**config.mk**
```make
export PLATFORM = sky130hd
export DESIGN_NAME = svga_scan_gen
export DESIGN_NICKNAME = d
export VERILOG_FILES = /design/src/rtl/svga_scan_gen.sv
export SDC_FILE = /design/constraint.sdc
export NUM_CORES = 1
export LEC_CHECK = 0
export CORE_MARGIN = 2
export CORE_UTILIZATION = 50
export CTS_CLUSTER_SIZE = 28
export DETAILED_ROUTE_END_ITERATION = 7
export GPL_ROUTABILITY_DRIVEN = 0
export MAX_ROUTING_LAYER = met4
export PLACE_DENSITY = 0.76
export SLEW_MARGIN = 20
export SYNTH_ARGS = -nofsm -noshare
export SYNTH_HDL_FRONTEND = slang
export SYNTH_SLANG_ARGS = --single-unit
```
**constraint.sdc**
```tcl
create_clock -name pixel_clock -period 4.3 [get_ports pixel_clock]
set_input_delay 1.29 -clock pixel_clock [delete_from_list [all_inputs] [get_ports pixel_clock]]
set_output_delay 1.29 -clock pixel_clock [all_outputs]
set_load 0.02 [all_outputs]
```
**src/rtl/svga_scan_gen.sv**
```systemverilog
// 640x480@60 raster generator that maps each position into a centred 512x384 window
// as text-cell and graphics coordinates, with sync/DE delayed to match the pixel stage.
module svga_scan_gen #(
    parameter int H_WIN_START = 64,
    parameter int V_WIN_START = 48,
    parameter int PIPE_DELAY  = 4
) (
    input  logic       pixel_clock,
    input  logic       reset,
    input  logic       width_64,
    output logic       show_border,
    output logic [6:0] char_column,
    output logic [6:0] char_line,
    output logic [4:0] subchar_line,
    output logic [3:0] subchar_pixel,
    output logic [8:0] graph_pixel,
    output logic [9:0] graph_line_2x,
    output logic [9:0] graph_line_3x,
    output logic       vga_hsync,
    output logic       vga_vsync,
    output logic       vga_de,
    output logic       frame_start
);

    localparam logic [9:0] H_LAST       = 10'd799;
    localparam logic [9:0] H_VISIBLE    = 10'd640;
    localparam logic [9:0] H_SYNC_FIRST = 10'd656;
    localparam logic [9:0] H_SYNC_LAST  = 10'd751;
    localparam logic [9:0] V_LAST       = 10'd524;
    localparam logic [9:0] V_VISIBLE    = 10'd480;
    localparam logic [9:0] V_SYNC_FIRST = 10'd490;
    localparam logic [9:0] V_SYNC_LAST  = 10'd491;
    localparam logic [9:0] H_WIN_FIRST  = 10'(H_WIN_START);
    localparam logic [9:0] H_WIN_LAST   = 10'(H_WIN_START + 511);
    localparam logic [9:0] V_WIN_FIRST  = 10'(V_WIN_START);
    localparam logic [9:0] V_WIN_LAST   = 10'(V_WIN_START + 383);

    logic [9:0] h_count, v_count, h_next, v_next;
    logic       line_end;
    logic       mode_64;
    logic       frame_wrap;
    logic [4:0] sub_line, sub_next;
    logic [6:0] cell_row, row_next;
    logic [9:0] acc3, acc_next;
    logic [1:0] phase, phase_next;
    logic       in_window;
    logic [8:0] win_x;
    logic [9:0] win_y;
    logic [PIPE_DELAY-1:0] hs_pipe, vs_pipe, de_pipe, fs_pipe;

    always_comb begin
        line_end = (h_count == H_LAST);
        h_next   = h_count + 10'd1;
        v_next   = v_count;
        if (line_end) begin
            h_next = 10'd0;
            v_next = (v_count == V_LAST) ? 10'd0 : v_count + 10'd1;
        end
    end

    // Per-line cell and 4/3 line state for the upcoming position; restarts on the window's first line.
    always_comb begin
        sub_next   = sub_line;
        row_next   = cell_row;
        acc_next   = acc3;
        phase_next = phase;
        if (line_end) begin
            if (v_next == V_WIN_FIRST) begin
                sub_next   = 5'd0;
                row_next   = 7'd0;
                acc_next   = 10'd0;
                phase_next = 2'd0;
            end else begin
                if (sub_line == (mode_64 ? 5'd11 : 5'd23)) begin
                    sub_next = 5'd0;
                    row_next = cell_row + 7'd1;
                end else begin
                    sub_next = sub_line + 5'd1;
                end
                acc_next   = acc3 + ((phase == 2'd2) ? 10'd2 : 10'd1);
                phase_next = (phase == 2'd2) ? 2'd0 : phase + 2'd1;
            end
        end
    end

    always_comb begin
        in_window = (h_next >= H_WIN_FIRST) && (h_next <= H_WIN_LAST) &&
                    (v_next >= V_WIN_FIRST) && (v_next <= V_WIN_LAST);
        win_x     = 9'(h_next - H_WIN_FIRST);
        win_y     = v_next - V_WIN_FIRST;
    end

    always_ff @(posedge pixel_clock or posedge reset) begin
        if (reset) begin
            h_count    <= 10'd0;
            v_count    <= 10'd0;
            mode_64    <= 1'b0;
            frame_wrap <= 1'b0;
            sub_line   <= 5'd0;
            cell_row   <= 7'd0;
            acc3       <= 10'd0;
            phase      <= 2'd0;
        end else begin
            h_count    <= h_next;
            v_count    <= v_next;
            frame_wrap <= line_end && (v_count == V_LAST);
            sub_line   <= sub_next;
            cell_row   <= row_next;
            acc3       <= acc_next;
            phase      <= phase_next;
            if (v_count >= V_VISIBLE)
                mode_64 <= width_64;
        end
    end

    // Outputs are computed from the next position so they line up with the counters.
    always_ff @(posedge pixel_clock or posedge reset) begin
        if (reset) begin
            show_border   <= 1'b1;
            char_column   <= 7'd0;
            char_line     <= 7'd0;
            subchar_line  <= 5'd0;
            subchar_pixel <= 4'd0;
            graph_pixel   <= 9'd0;
            graph_line_2x <= 10'd0;
            graph_line_3x <= 10'd0;
        end else if (in_window) begin
            show_border   <= 1'b0;
            char_column   <= mode_64 ? {1'b0, win_x[8:3]} : {2'b0, win_x[8:4]};
            char_line     <= row_next;
            subchar_line  <= sub_next;
            subchar_pixel <= mode_64 ? {1'b0, win_x[2:0]} : win_x[3:0];
            graph_pixel   <= win_x;
            graph_line_2x <= win_y;
            graph_line_3x <= acc_next;
        end else begin
            show_border   <= 1'b1;
            char_column   <= 7'd0;
            char_line     <= 7'd0;
            subchar_line  <= 5'd0;
            subchar_pixel <= 4'd0;
            graph_pixel   <= 9'd0;
            graph_line_2x <= 10'd0;
            graph_line_3x <= 10'd0;
        end
    end

    always_ff @(posedge pixel_clock or posedge reset) begin
        if (reset) begin
            hs_pipe <= '1;
            vs_pipe <= '1;
            de_pipe <= '0;
            fs_pipe <= '0;
        end else begin
            hs_pipe[0] <= !((h_count >= H_SYNC_FIRST) && (h_count <= H_SYNC_LAST));
            vs_pipe[0] <= !((v_count >= V_SYNC_FIRST) && (v_count <= V_SYNC_LAST));
            de_pipe[0] <= (h_count < H_VISIBLE) && (v_count < V_VISIBLE);
            fs_pipe[0] <= frame_wrap;
            for (int i = 1; i < PIPE_DELAY; i++) begin
                hs_pipe[i] <= hs_pipe[i-1];
                vs_pipe[i] <= vs_pipe[i-1];
                de_pipe[i] <= de_pipe[i-1];
                fs_pipe[i] <= fs_pipe[i-1];
            end
        end
    end

    assign vga_hsync   = hs_pipe[PIPE_DELAY-1];
    assign vga_vsync   = vs_pipe[PIPE_DELAY-1];
    assign vga_de      = de_pipe[PIPE_DELAY-1];
    assign frame_start = fs_pipe[PIPE_DELAY-1];

endmodule

```
# ---- Word level (Yosys, flattened, before mapping)
# Index checks and enable logic that the tools add are counted.
# W data, S select, Z words.
dict set report op_classes {
  n_reduce_logical 9
  mux 25
  n_eq_ne 5
  magnitude_cmp 11
  n_addsub 8
}
# op count
set ops {}
lappend ops {{$mux W10} 7}
lappend ops {{$mux W7} 4}
lappend ops {{$mux W5} 5}
lappend ops {{$add A10 B1 Y10 const B} 2}
lappend ops {{$eq A10 B10 Y1 const B} 2}
lappend ops {{$ge A10 B9 Y1 const B} 2}
lappend ops {{$le A10 B10 Y1 const B} 2}
lappend ops {{$le A10 B9 Y1 const B} 2}
lappend ops {{$mux W6} 2}
lappend ops {{$add A10 B2 Y10} 1}
lappend ops {{$eq A10 B6 Y1 const B} 1}
lappend ops {{$ge A10 B10 Y1 const B} 1}
lappend ops {{$ge A10 B6 Y1 const B} 1}
lappend ops {{$ge A10 B7 Y1 const B} 1}
lappend ops {{$lt A10 B10 Y1 const B} 1}
lappend ops {{$lt A10 B9 Y1 const B} 1}
lappend ops {{$sub A10 B6 Y10 const B} 1}
lappend ops {{$mux W9} 1}
lappend ops {{$sub A9 B7 Y9 const B} 1}
lappend ops {{$mux W4} 2}
lappend ops {{$add A7 B1 Y7 const B} 1}
lappend ops {{$logic_and A1 B1 Y1} 7}
lappend ops {{$mux W2} 3}
lappend ops {{$add A5 B1 Y5 const B} 1}
lappend ops {{5 further kinds} 6}
dict set report word_totals {
  wordCells 78
  ff_bits 115
  input_bits 3
  output_inout_bits 57
}

# ---- Depth between registers and ports, before layout
# Gate-level depths: netlist of the first run.
dict set report logic_depth {
  ltp_word 7
  ltp_mapped 16
  mapped_depth_nobuf 12
}

# ---- Worst setup path before layout of the first run
# Ideal clock, no wire load.
dict set report synth_path {
  path_type {reg-to-reg}
  from {register h_count[0]}
  to {register graph_pixel[6]}
  arrival_time_ps 3377
  stages_incl_launch_ff 15
  setup_ps 133
  n_path_buf 5
  slack_ps 791
  synth_period_minus_slack_ps 3509
  required_time_ps 4167
  cell_sequence {dfrtp_1 -> ha_1 -> and3_1 -> clkbuf_1 -> nand3_1 -> buf_2 -> buf_1 -> nor2_1 -> xor2_1 -> ha_1 -> or4b_2 -> o2111ai_1 -> buf_2 -> buf_4 -> nor2_1}
}
dict set report synth_via {
  word_cells_on_any_way 13
  classes_between {add/sub: 2; order compare: 4; eq/ne: 1; mux: 3; reduce/logical: 3}
}
# element line
set synth_rtl {}
lappend synth_rtl {{start, declared} 38} ;# logic [9:0] h_count, v_count, h_next, v_next;
lappend synth_rtl {{start signal, assigned} 104} ;# h_count <= h_next;
lappend synth_rtl {{$eq A10 B10 Y1 *} 52} ;# line_end = (h_count == H_LAST);
lappend synth_rtl {{$mux W10 *} 55} ;# if (line_end) begin
lappend synth_rtl {{via v_next[5]} 38}
lappend synth_rtl {{$ge A10 B6 Y1} 88} ;# (v_next >= V_WIN_FIRST) && (v_next <= V_WIN_LAST);
lappend synth_rtl {{$logic_and A1 B1 Y1} 87} ;# in_window = (h_next >= H_WIN_FIRST) && (h_next <= H_WIN_LAST) &&
lappend synth_rtl {{$logic_and A1 B1 Y1 *} 88}
lappend synth_rtl {{$mux W9 *} 127} ;# end else if (in_window) begin
lappend synth_rtl {{end signal, assigned} 133} ;# graph_pixel <= win_x;
lappend synth_rtl {{end, declared} 16} ;# output logic [8:0] graph_pixel,
# The timed path passes the listed nets; every way through them passes the cells marked *.
# A chain may end at the register's enable or synchronous reset.

# ---- Final worst setup path of the first run
dict set report layout_path {
  from {register h_count[0]}
  to {register graph_line_3x[6]}
}
dict set report layout_via {
  word_cells_on_any_way 15
  classes_between {add/sub: 1; order compare: 4; eq/ne: 2; mux: 5; reduce/logical: 3}
}
# element line
set layout_rtl {}
lappend layout_rtl {{$eq A10 B10 Y1 *} 52}
lappend layout_rtl {{$mux W10 *} 55}
lappend layout_rtl {{via v_next[5]} 38}
lappend layout_rtl {{$ge A10 B6 Y1 / $eq A10 B6 Y1 (equally long branches)} {88, 68}}
lappend layout_rtl {{$logic_and A1 B1 Y1 / $mux W10 (equally long branches)} {87, 68}}
lappend layout_rtl {{$logic_and A1 B1 Y1 / $mux W10 (equally long branches)} {88, 67}}
lappend layout_rtl {{$mux W10 *} 127}
lappend layout_rtl {{end signal, assigned} 135} ;# graph_line_3x <= acc_next;
lappend layout_rtl {{end, declared} 18} ;# output logic [9:0] graph_line_3x,
# Marks and branches as above.

==> results of run 1 <==
-- power breakdown --
part / total (mW) / internal, mW / switching [mW] / leakage, nW
Sequential: 1.04 / 1.04 / 0 / 1.48
Clock: 0.632 / 0.276 / 0.356 / 0.0921
Combinational: 0.0240 / 0.00368 / 0.0204 / 0.999
Total: 1.70 / 1.32 / 0.376 / 2.57
-- registers in the layout, summed over array words and instances, names as in the netlist, 5 cells and up --
signal,cells
char_line,7
v_count,10
sub_line,5
subchar_line,5
graph_pixel,9
char_column,6
cell_row,7
graph_line_3x,10
h_count,10
acc3,10
graph_line_2x,10
-- cells in the mapped netlist, drive strengths merged, types with 2 or more instances --
cell	count
a31oi	6
dfrtp	102
or4	2
nor4b	3
a211oi	3
o211ai	7
or2	3
buf	18
ha	14
and2	5
nor2b	8
nand3	20
dfstp	9
o2111ai	3
o31a	2
clkbuf	7
and3	7
inv	19
nor4	2
o22ai	5
and4	2
or3	4
nor2	40
nor3	26
nor4bb	2
xor2	12
nand2b	2
nand4b	2
xnor2	13
nand2	35
mux2	2
a21oi	16
nand4	11
o21ai	13
o31ai	3
-- worst paths after layout --
kind,start,to,slack (ps),cells past startpoint
worst max register to register,h_count[0]$_DFF_PP0_,graph_line_3x[6]$_DFF_PP0_,560,11
min in group asynchronous,reset,char_column[1]$_DFF_PP0_,1280,2
max in group asynchronous,reset,show_border$_DFF_PP1_,2260,3
worst min register to register,de_pipe[1]$_DFF_PP0_,de_pipe[2]$_DFF_PP0_,360,0
worst min-delay path,de_pipe[1]$_DFF_PP0_,de_pipe[2]$_DFF_PP0_,360,0
worst max-delay path,h_count[0]$_DFF_PP0_,graph_line_3x[6]$_DFF_PP0_,560,11
-- logic make-up (layout without fill, tap and decap cells) --
family	Yosys count	in the layout
AND/OR/NAND/NOR	178	178
XOR/XNOR	25	25
AO/OA/AOI/OAI	65	65
multiplexers	2	2
adder cells (fa/ha/maj)	15	15
other	1	1
flip-flops	111	111
buffers and inverters	44	99
-- worst register-to-register path, cell delays in order (launching register included) --
cell and delay (ps):
dfrtp_1 460, ha_1 250, and3_1 290, nand3_1 190, nor2_1 170, xor2_1 410, ha_1 350, o211ai_1 110
or4_1 760, nor3_4 220, buf_4 270, nor3_1 100
-- layer usage --
| metal | part of all wire | global-route usage | up-vias |
|---|---|---|---|
| met2 | 0.48 | 0.309 | 95 |
| met1 | 0.46 | 0.273 | 1645 |
| met4 | 0.022 | 0.0841 | 0 |
| met3 | 0.045 | 0.0356 | 21 |
| met5 | 0 | - | - |
| li1 | - | - | 1620 |
-- final cells by class --
type,instances,area [µm²]
Fill cell,761,3600
Timing Repair Buffer,64,638
Clock buffer,11,131
Tap cell,129,161
Clock inverter,5,65.1
Inverter,19,73.8
Multi-Input combinational cell,286,1830
Sequential cell,111,2790
==> flow_summary.json, run 1 <==
{
  "finalSetupTns_ps": 0,
  "wirelength_um": 9610,
  "critPathLaunchType": "flip-flop",
  "setup_viol": 0,
  "hold_path.class": "reg2reg",
  "final-hold-violation-count": 0,
  "status": "finished clean",
  "netlist_instances": 441,
  "synthToLayoutAreaGrowth_pct": 17.9,
  "p_per_area_mw_per_mm2": 299,
  "slew_viol_final": 0,
  "path_common_cell": "ha_1",
  "grt_pass1_vias": 3350,
  "cts-hold-fix-buffers": 0,
  "postLayoutCoreUtil": 0.612,
  "wl_per_cell_um": 15.4,
  "fin_crit_ps": 3740,
  "fmaxAchievable_ghz": 0.268,
  "worstPathRequired_ps": 4520,
  "path_max_fanout": 22,
  "dr.pass1.iters": 6,
  "rsz0062_at_grt": "false",
  "final_cells": 625,
  "grt_overflow": 0,
  "tightestPinTransition_ps": 773,
  "vias_per_cell": 5.41,
  "antenna_cells": 0,
  "dpl.hpwl_um": 6530,
  "yosysUniqueCellTypes": 57,
  "via_count": 3381,
  "ios": 60,
  "crit_buf_inv": 1,
  "clk_pin_slew_worst_paths_ps": 100,
  "antenna_found_initial": 0,
  "root_buffer": "clkbuf_8",
  "synth_top_area_share": 0.529,
  "drt_iter0_markers": 326,
  "cts.sinks": 111,
  "dp_worst_setup_slack_ps": 653,
  "clk_path_buf_depth": 2,
  "p_leak_nw": 2.57,
  "initial_utilization": 0.519,
  "yosys.area_share.simple": 0.194,
  "h-tree-depth": 3,
  "synth-adder-area-share": 0.0405,
  "ys_async_sr_fraction": 1.00,
  "syn_avg_cell_area_um2": 10.9,
  "final_area_mm2": 0.00569,
  "final_cell_mix": "dfrtp_1 (102), clkdlybuf4s50_1 (58), nor2_1 (40), nand2_1 (35), nor3_1 (25)",
  "slowest_stage": "or4_1",
  "finalClockSkew_ps": 6.19,
  "cp_data_arrival_time_ps": 3960,
  "grt_max_degree": 75,
  "worst-setup-path-type": "reg2reg",
  "synthesis.nets": 459,
  "ys_top_cells_by_area": "dfrtp_1 (53%), dfstp_2 (4.9%), ha_1 (3.6%), nor2_1 (3.1%), nand2_1 (2.7%)",
  "tritoncts": "done",
  "synth_xor_xnor_area_share": 0.0454,
  "synth_warnings": 0,
  "critical_path.top_delay_family": "simple AND/OR/NAND/NOR gates",
  "syn_area_mm2": 0.00482,
  "die_w_um": 102,
  "yosysTopAreaCell": "dfrtp_1",
  "crit_path_max_incr_delay_ps": 760,
  "fp-row-count": 35,
  "grt_pass1_wl_um": 16000,
  "synthMuxAreaShare": 0.00467,
  "placedInstanceArea_mm2": 0.00549,
  "synthFlopType": "dfrtp_1",
  "synth_compound_area_frac": 0.0895,
  "drc": 0,
  "layout_commonest_cell": "dfrtp_1",
  "core-area_mm2": 0.00928,
  "cp-end-kind": "flip-flop",
  "post_cts_resize_count": 0,
  "clkLatencyLatePin_ps": 370,
  "gr-usage-all-layers": 0.203,
  "die_y_um": 102,
  "dieArea_mm2": 0.0104,
  "synth_top_family_by_area": "simple AND/OR/NAND/NOR gates",
  "relSlewSlack": 0.481,
  "cp_cell_sequence": "ha_1 -> and3_1 -> nand3_1 -> nor2_1 -> xor2_1 -> ha_1 -> o211ai_1 -> or4_1 -> nor3_4 -> buf_4 -> nor3_1",
  "cts_made_buffers": 9,
  "cts_setup_buffers": 0,
  "holdWs_ps": 357,
  "dp.cells": 609,
  "portBuffers": 58,
  "nets": 509,
  "ant_nets": 0,
  "fin_ws_ps": 563,
  "synth-seq-cells": 111,
  "drive_gt1_frac": 0.0847,
  "power_mw": 1.70,
  "post-route-period-util": 0.869,
  "maxCapViolations": 0,
  "synth_edf_count": 0,
  "synth_seq_area_share": 0.579,
  "ir_worst_vdd_mv": 0.150
}
(Power assumes the default switching activity.)
==> run 2: changes to the inputs <==
- clock period: 4.3 -> 3.3 ns (I/O delays scaled with it)
==> flow_summary.json, run 2 (same netlist as run 1, synthesis figures left out) <==
{
  "status": "finished clean",
  "layout_commonest_cell": "dfrtp_1",
  "relSlewSlack": 0.455,
  "power_mw": 2.21,
  "grt_overflow": 0,
  "fmaxAchievable_ghz": 0.312,
  "maxCapViolations": 0,
  "gr-usage-met3": 0.0404,
  "root_buffer": "clkbuf_8",
  "drive_gt1_frac": 0.148,
  "dpl.hpwl_um": 6660,
  "nets": 532,
  "setup_viol": 0,
  "antenna_found_initial": 0,
  "tritoncts": "done",
  "worstPathRequired_ps": 3560,
  "crit_path_max_incr_delay_ps": 770,
  "final-hold-violation-count": 0,
  "cts.sinks": 111,
  "p_leak_nw": 2.70,
  "r2r_end": "graph_line_3x[9]$_DFF_PP0_",
  "clkLatencyLatePin_ps": 370,
  "grt_max_degree": 77,
  "slowest_stage": "or4b_2",
  "ant_nets": 0,
  "synthToLayoutAreaGrowth_pct": 23.7,
  "fin_ws_ps": 93.6,
  "core-area_mm2": 0.00928,
  "portBuffers": 58,
  "dr.pass1.iters": 5,
  "grt_pass1_vias": 3303,
  "nFillCells": 741,
  "placedInstanceArea_mm2": 0.00561,
  "via_count": 3594,
  "h-tree-depth": 3,
  "p_per_area_mw_per_mm2": 370,
  "critical_path.top_delay_family": "simple AND/OR/NAND/NOR gates",
  "worst-setup-path-type": "reg2reg",
  "critPathLaunchType": "flip-flop",
  "slew_viol_final": 0,
  "worstHoldEndpoint": "fs_pipe[3]$_DFF_PP0_",
  "postLayoutCoreUtil": 0.643,
  "wirelength_um": 10000,
  "holdWs_ps": 354,
  "rrSetupSlack_ps": 90,
  "finalClockSkew_ps": 16.4,
  "grt_pass1_wl_um": 16000,
  "antenna_cells": 0,
  "cp_cell_sequence": "ha_2 -> and3_2 -> and3_4 -> nand3_1 -> mux2_2 -> ha_1 -> or4b_2 -> o2111ai_4 -> clkbuf_16 -> nor3_1",
  "crit_buf_inv": 1,
  "cts_made_buffers": 9,
  "drc": 0,
  "dieArea_mm2": 0.0104,
  "dp_worst_setup_slack_ps": 15.7,
  "die_y_um": 102,
  "initial_utilization": 0.519,
  "tightestPinTransition_ps": 797,
  "gr-usage-all-layers": 0.203,
  "die_w_um": 102,
  "worst_r2r_path_depth": 10,
  "seq_area_mm2": 0.00279,
  "hold_path.class": "reg2reg",
  "cp-end-kind": "flip-flop",
  "post-route-period-util": 0.972,
  "clk_pin_slew_worst_paths_ps": 110,
  "cp_data_arrival_time_ps": 3470,
  "path_max_fanout": 11,
  "ios": 60,
  "whs_path_depth": 0,
  "vias_per_cell": 5.55,
  "grt_most_used_layer": "met2",
  "ir_worst_vdd_mv": 0.248,
  "drt_iter0_markers": 284,
  "use_met1": 0.288,
  "fin_crit_ps": 3210,
  "multi_input_area_mm2": 0.00190,
  "final_area_mm2": 0.00597,
  "use_met2": 0.300,
  "clk_path_buf_depth": 2,
  "wl_per_cell_um": 15.4,
  "reg2reg_from": "h_count[0]$_DFF_PP0_",
  "final_cell_mix": "dfrtp_1 (101), clkdlybuf4s50_1 (58), nor2_1 (39), nand2_1 (35), nor3_1 (24)",
  "hold_start": "fs_pipe[2]$_DFF_PP0_",
  "fp-row-count": 35
}
[run 2: cell types whose count changed in the layout (fill, tap and decap cells not counted), moves of 2 or more]
cell     change
and3_1       -2
a31oi_1      -2
a31oi_2      +2
buf_4       +18
buf_6        +2
[run 2: metal layers]
| metal | share of wire | vias to the layer above | wire length [µm] |
|---|---|---|---|
| met4 | 0.017 | 0 | 171 |
| met5 | 0 | - | 0 |
| met3 | 0.052 | 21 | 523 |
| met2 | 0.47 | 134 | 4730 |
| li1 | - | 1672 | - |
| met1 | 0.46 | 1767 | 4570 |
[run 2: what timing repair did]
action                                  in CTS  in global routing
endpoints found under the setup margin       3                 60
pin swaps                                    0                  3
buffers inserted                             0                  7
cloned                                       0                  2
hold buffers                                 0                  0
resized for setup                            1                 15
[run 2: how the worst max path moves through the flow]
| stage | from | endpoint | slack (ps) | cells after the start |
|---|---|---|---|---|
| finish | h_count[0]$_DFF_PP0_ | graph_line_3x[9]$_DFF_PP0_ | 90 | 10 |
| global route | h_count[6]$_DFF_PP0_ | char_column[5]$_DFF_PP0_ | -20 | 13 |
| CTS | v_count[0]$_DFF_PP0_ | subchar_line[4]$_DFF_PP0_ | 60 | 10 |
| detailed placement | h_count[6]$_DFF_PP0_ | char_line[6]$_DFF_PP0_ | 20 | 11 |
| global placement | h_count[6]$_DFF_PP0_ | graph_line_3x[8]$_DFF_PP0_ | 90 | 11 |
| floorplan | h_count[0]$_DFF_PP0_ | char_column[2]$_DFF_PP0_ | 8 | 12 |
[run 2: metrics by stage]
stage / std cells / TNS, ps
6_report: 648 / 0
5_1_grt: 648 / -32.4
4_1_cts: 639 / 0
3_5_place_dp: 623 / 0
3_3_place_gp: 623 / 0
2_1_floorplan: 441 / 0
[run 2: layout make-up]
cell class	count	area share
clock buffers	10	0.0214
clock inverters	6	0.0115
inverters	19	0.0126
multi-input cells	287	0.319
flip-flops and latches	111	0.468
well taps	129	0.0271
repair buffers	86	0.141
[run 2: where the power goes]
part           total [mW]  switching (mW)  internal, mW
Sequential           1.36               0          1.36
Combinational      0.0331          0.0268       0.00632
Clock               0.815           0.458         0.357
==> run 3: changes to the inputs <==
- CORE_UTILIZATION: 50 -> 55
- PLACE_DENSITY: 0.76 -> 0.79
- clock period: 3.3 -> 3.58 ns (I/O delays scaled with it)
==> flow_summary.json, run 3 (same netlist as run 1, synthesis figures left out) <==
{
  "cp-end-kind": "flip-flop",
  "h-tree-depth": 3,
  "hold_path.class": "reg2reg",
  "fin_crit_ps": 3390,
  "p_per_area_mw_per_mm2": 356,
  "wirelength_um": 9700,
  "whs_path_depth": 0,
  "maxCapViolations": 0,
  "nets": 516,
  "ant_nets": 0,
  "cp_data_arrival_time_ps": 3630,
  "tightestPinTransition_ps": 715,
  "vias_per_cell": 5.73,
  "ios": 60,
  "worst-setup-path-type": "reg2reg",
  "r2r_end": "char_line[6]$_DFF_PP0_",
  "grt_overflow": 0,
  "die_w_um": 97.6,
  "hold_start": "fs_pipe[0]$_DFF_PP0_",
  "fp-row-count": 34,
  "ir_worst_vdd_mv": 0.171,
  "finalSetupTns_ps": 0,
  "layout_commonest_cell": "dfrtp_1",
  "drt_iter0_markers": 390,
  "worstHoldEndpoint": "fs_pipe[1]$_DFF_PP0_",
  "antenna_cells": 0,
  "clk_path_buf_depth": 2,
  "dpl.hpwl_um": 6530,
  "reg2reg_from": "h_count[7]$_DFF_PP0_",
  "antenna_found_initial": 0,
  "post-route-period-util": 0.946,
  "critPathLaunchType": "flip-flop",
  "cts.sinks": 111,
  "wl_met3_um": 600,
  "dr.max_layer_used": "met4",
  "dr.pass1.iters": 5,
  "initial_utilization": 0.561,
  "die_y_um": 97.6,
  "portBuffers": 58,
  "core-area_mm2": 0.00859,
  "p_leak_nw": 2.61,
  "dr_wl_met2_um": 4620,
  "gr-usage-all-layers": 0.217,
  "slew_viol_final": 0,
  "setup_viol": 0,
  "final_cell_mix": "dfrtp_1 (102), clkdlybuf4s50_1 (58), nor2_1 (40), nand2_1 (35), nor3_1 (25)",
  "wl_met1_um": 4270,
  "drc": 0,
  "tritoncts": "done",
  "clk_pin_slew_worst_paths_ps": 110,
  "synthToLayoutAreaGrowth_pct": 19.1,
  "worstPathRequired_ps": 3820,
  "final-hold-violation-count": 0,
  "worst_r2r_path_depth": 10,
  "cts_made_buffers": 9,
  "rrSetupSlack_ps": 190,
  "via_count": 3503,
  "grt_max_degree": 112,
  "grt_pass1_wl_um": 16200,
  "drive_gt1_frac": 0.105,
  "fmaxAchievable_ghz": 0.295,
  "clkLatencyLatePin_ps": 360,
  "dieArea_mm2": 0.00953,
  "root_buffer": "clkbuf_8",
  "postLayoutCoreUtil": 0.668,
  "path_max_fanout": 16,
  "grt_pass1_vias": 3361,
  "relSlewSlack": 0.520,
  "wl_per_cell_um": 15.9,
  "finalClockSkew_ps": 15.3,
  "status": "finished clean"
}
[run 3: changes by cell type in the layout (fill, tap and decap cells not counted), sizes merged]
cell     change
buf         -14
clkbuf       -1
o2111ai      -1
inv          +1
clkinv       -1
[run 3: worst max path at each step]
stage / startpoint / endpoint / slack, ps / cells after the start
2_1_floorplan: h_count[0]$_DFF_PP0_ / graph_pixel[6]$_DFF_PP0_ / 70 / 14
3_3_place_gp: h_count[1]$_DFF_PP0_ / char_line[3]$_DFF_PP0_ / 270 / 12
3_5_place_dp: h_count[1]$_DFF_PP0_ / char_line[6]$_DFF_PP0_ / 90 / 12
4_1_cts: h_count[1]$_DFF_PP0_ / char_line[6]$_DFF_PP0_ / 60 / 12
5_1_grt: h_count[1]$_DFF_PP0_ / graph_line_3x[9]$_DFF_PP0_ / -40 / 12
6_report: h_count[7]$_DFF_PP0_ / char_line[6]$_DFF_PP0_ / 190 / 10
[run 3: layout make-up]
cell class	instances	area [µm²]
clock buffers	10	128
clock inverters	6	75.1
fillers	614	2850
inverters	19	75.1
multi-input cells	286	1840
flip-flops and latches	111	2790
well taps	108	135
repair buffers	71	703
[run 3: routing by layer]
layer,up-vias,global-route usage
met5,-,-
met4,0,0.0780
met3,23,0.0353
met2,153,0.329
met1,1693,0.301
li1,1634,-
[run 3: worst max-delay path, stage by stage (launching register included)]
cell	delay [ps]
dfrtp_1	470
nor4b_4	410
buf_4	200
and3_1	190
nand3_1	90
mux2_2	340
ha_2	240
or4b_2	720
o2111ai_4	280
buf_4	270
nor3_1	60
[run 3: power by group]
part | leakage, nW | internal [mW] | switching, mW
sequential | 1.48 | 1.25 | 0
combinational | 1.03 | 0.00444 | 0.0241
clock | 0.0994 | 0.336 | 0.428
[run 3: what timing repair did]
| action | in CTS | in global routing |
|---|---|---|
| gates resized for setup | 0 | 3 |
| hold endpoints to repair | 0 | 0 |
| hold buffers | 0 | 0 |
| endpoints found under the setup margin | 0 | 56 |
| buffers inserted | 0 | 3 |
[run 3: per-stage QoR]
step | hold WS (ps) | power, mW | cells | setup slack [ps] | cell area [µm²]
after floorplan | 331 | 1.30 | 441 | 70.7 | 4820
after global placement | 332 | 1.31 | 592 | 265 | 5510
after detailed placement | 335 | 1.31 | 592 | 85.0 | 5510
after CTS | 357 | 2.06 | 608 | 57.9 | 5710
after global routing | 357 | 2.11 | 611 | -39.2 | 5740
final | 355 | 2.05 | 611 | 192 | 5740
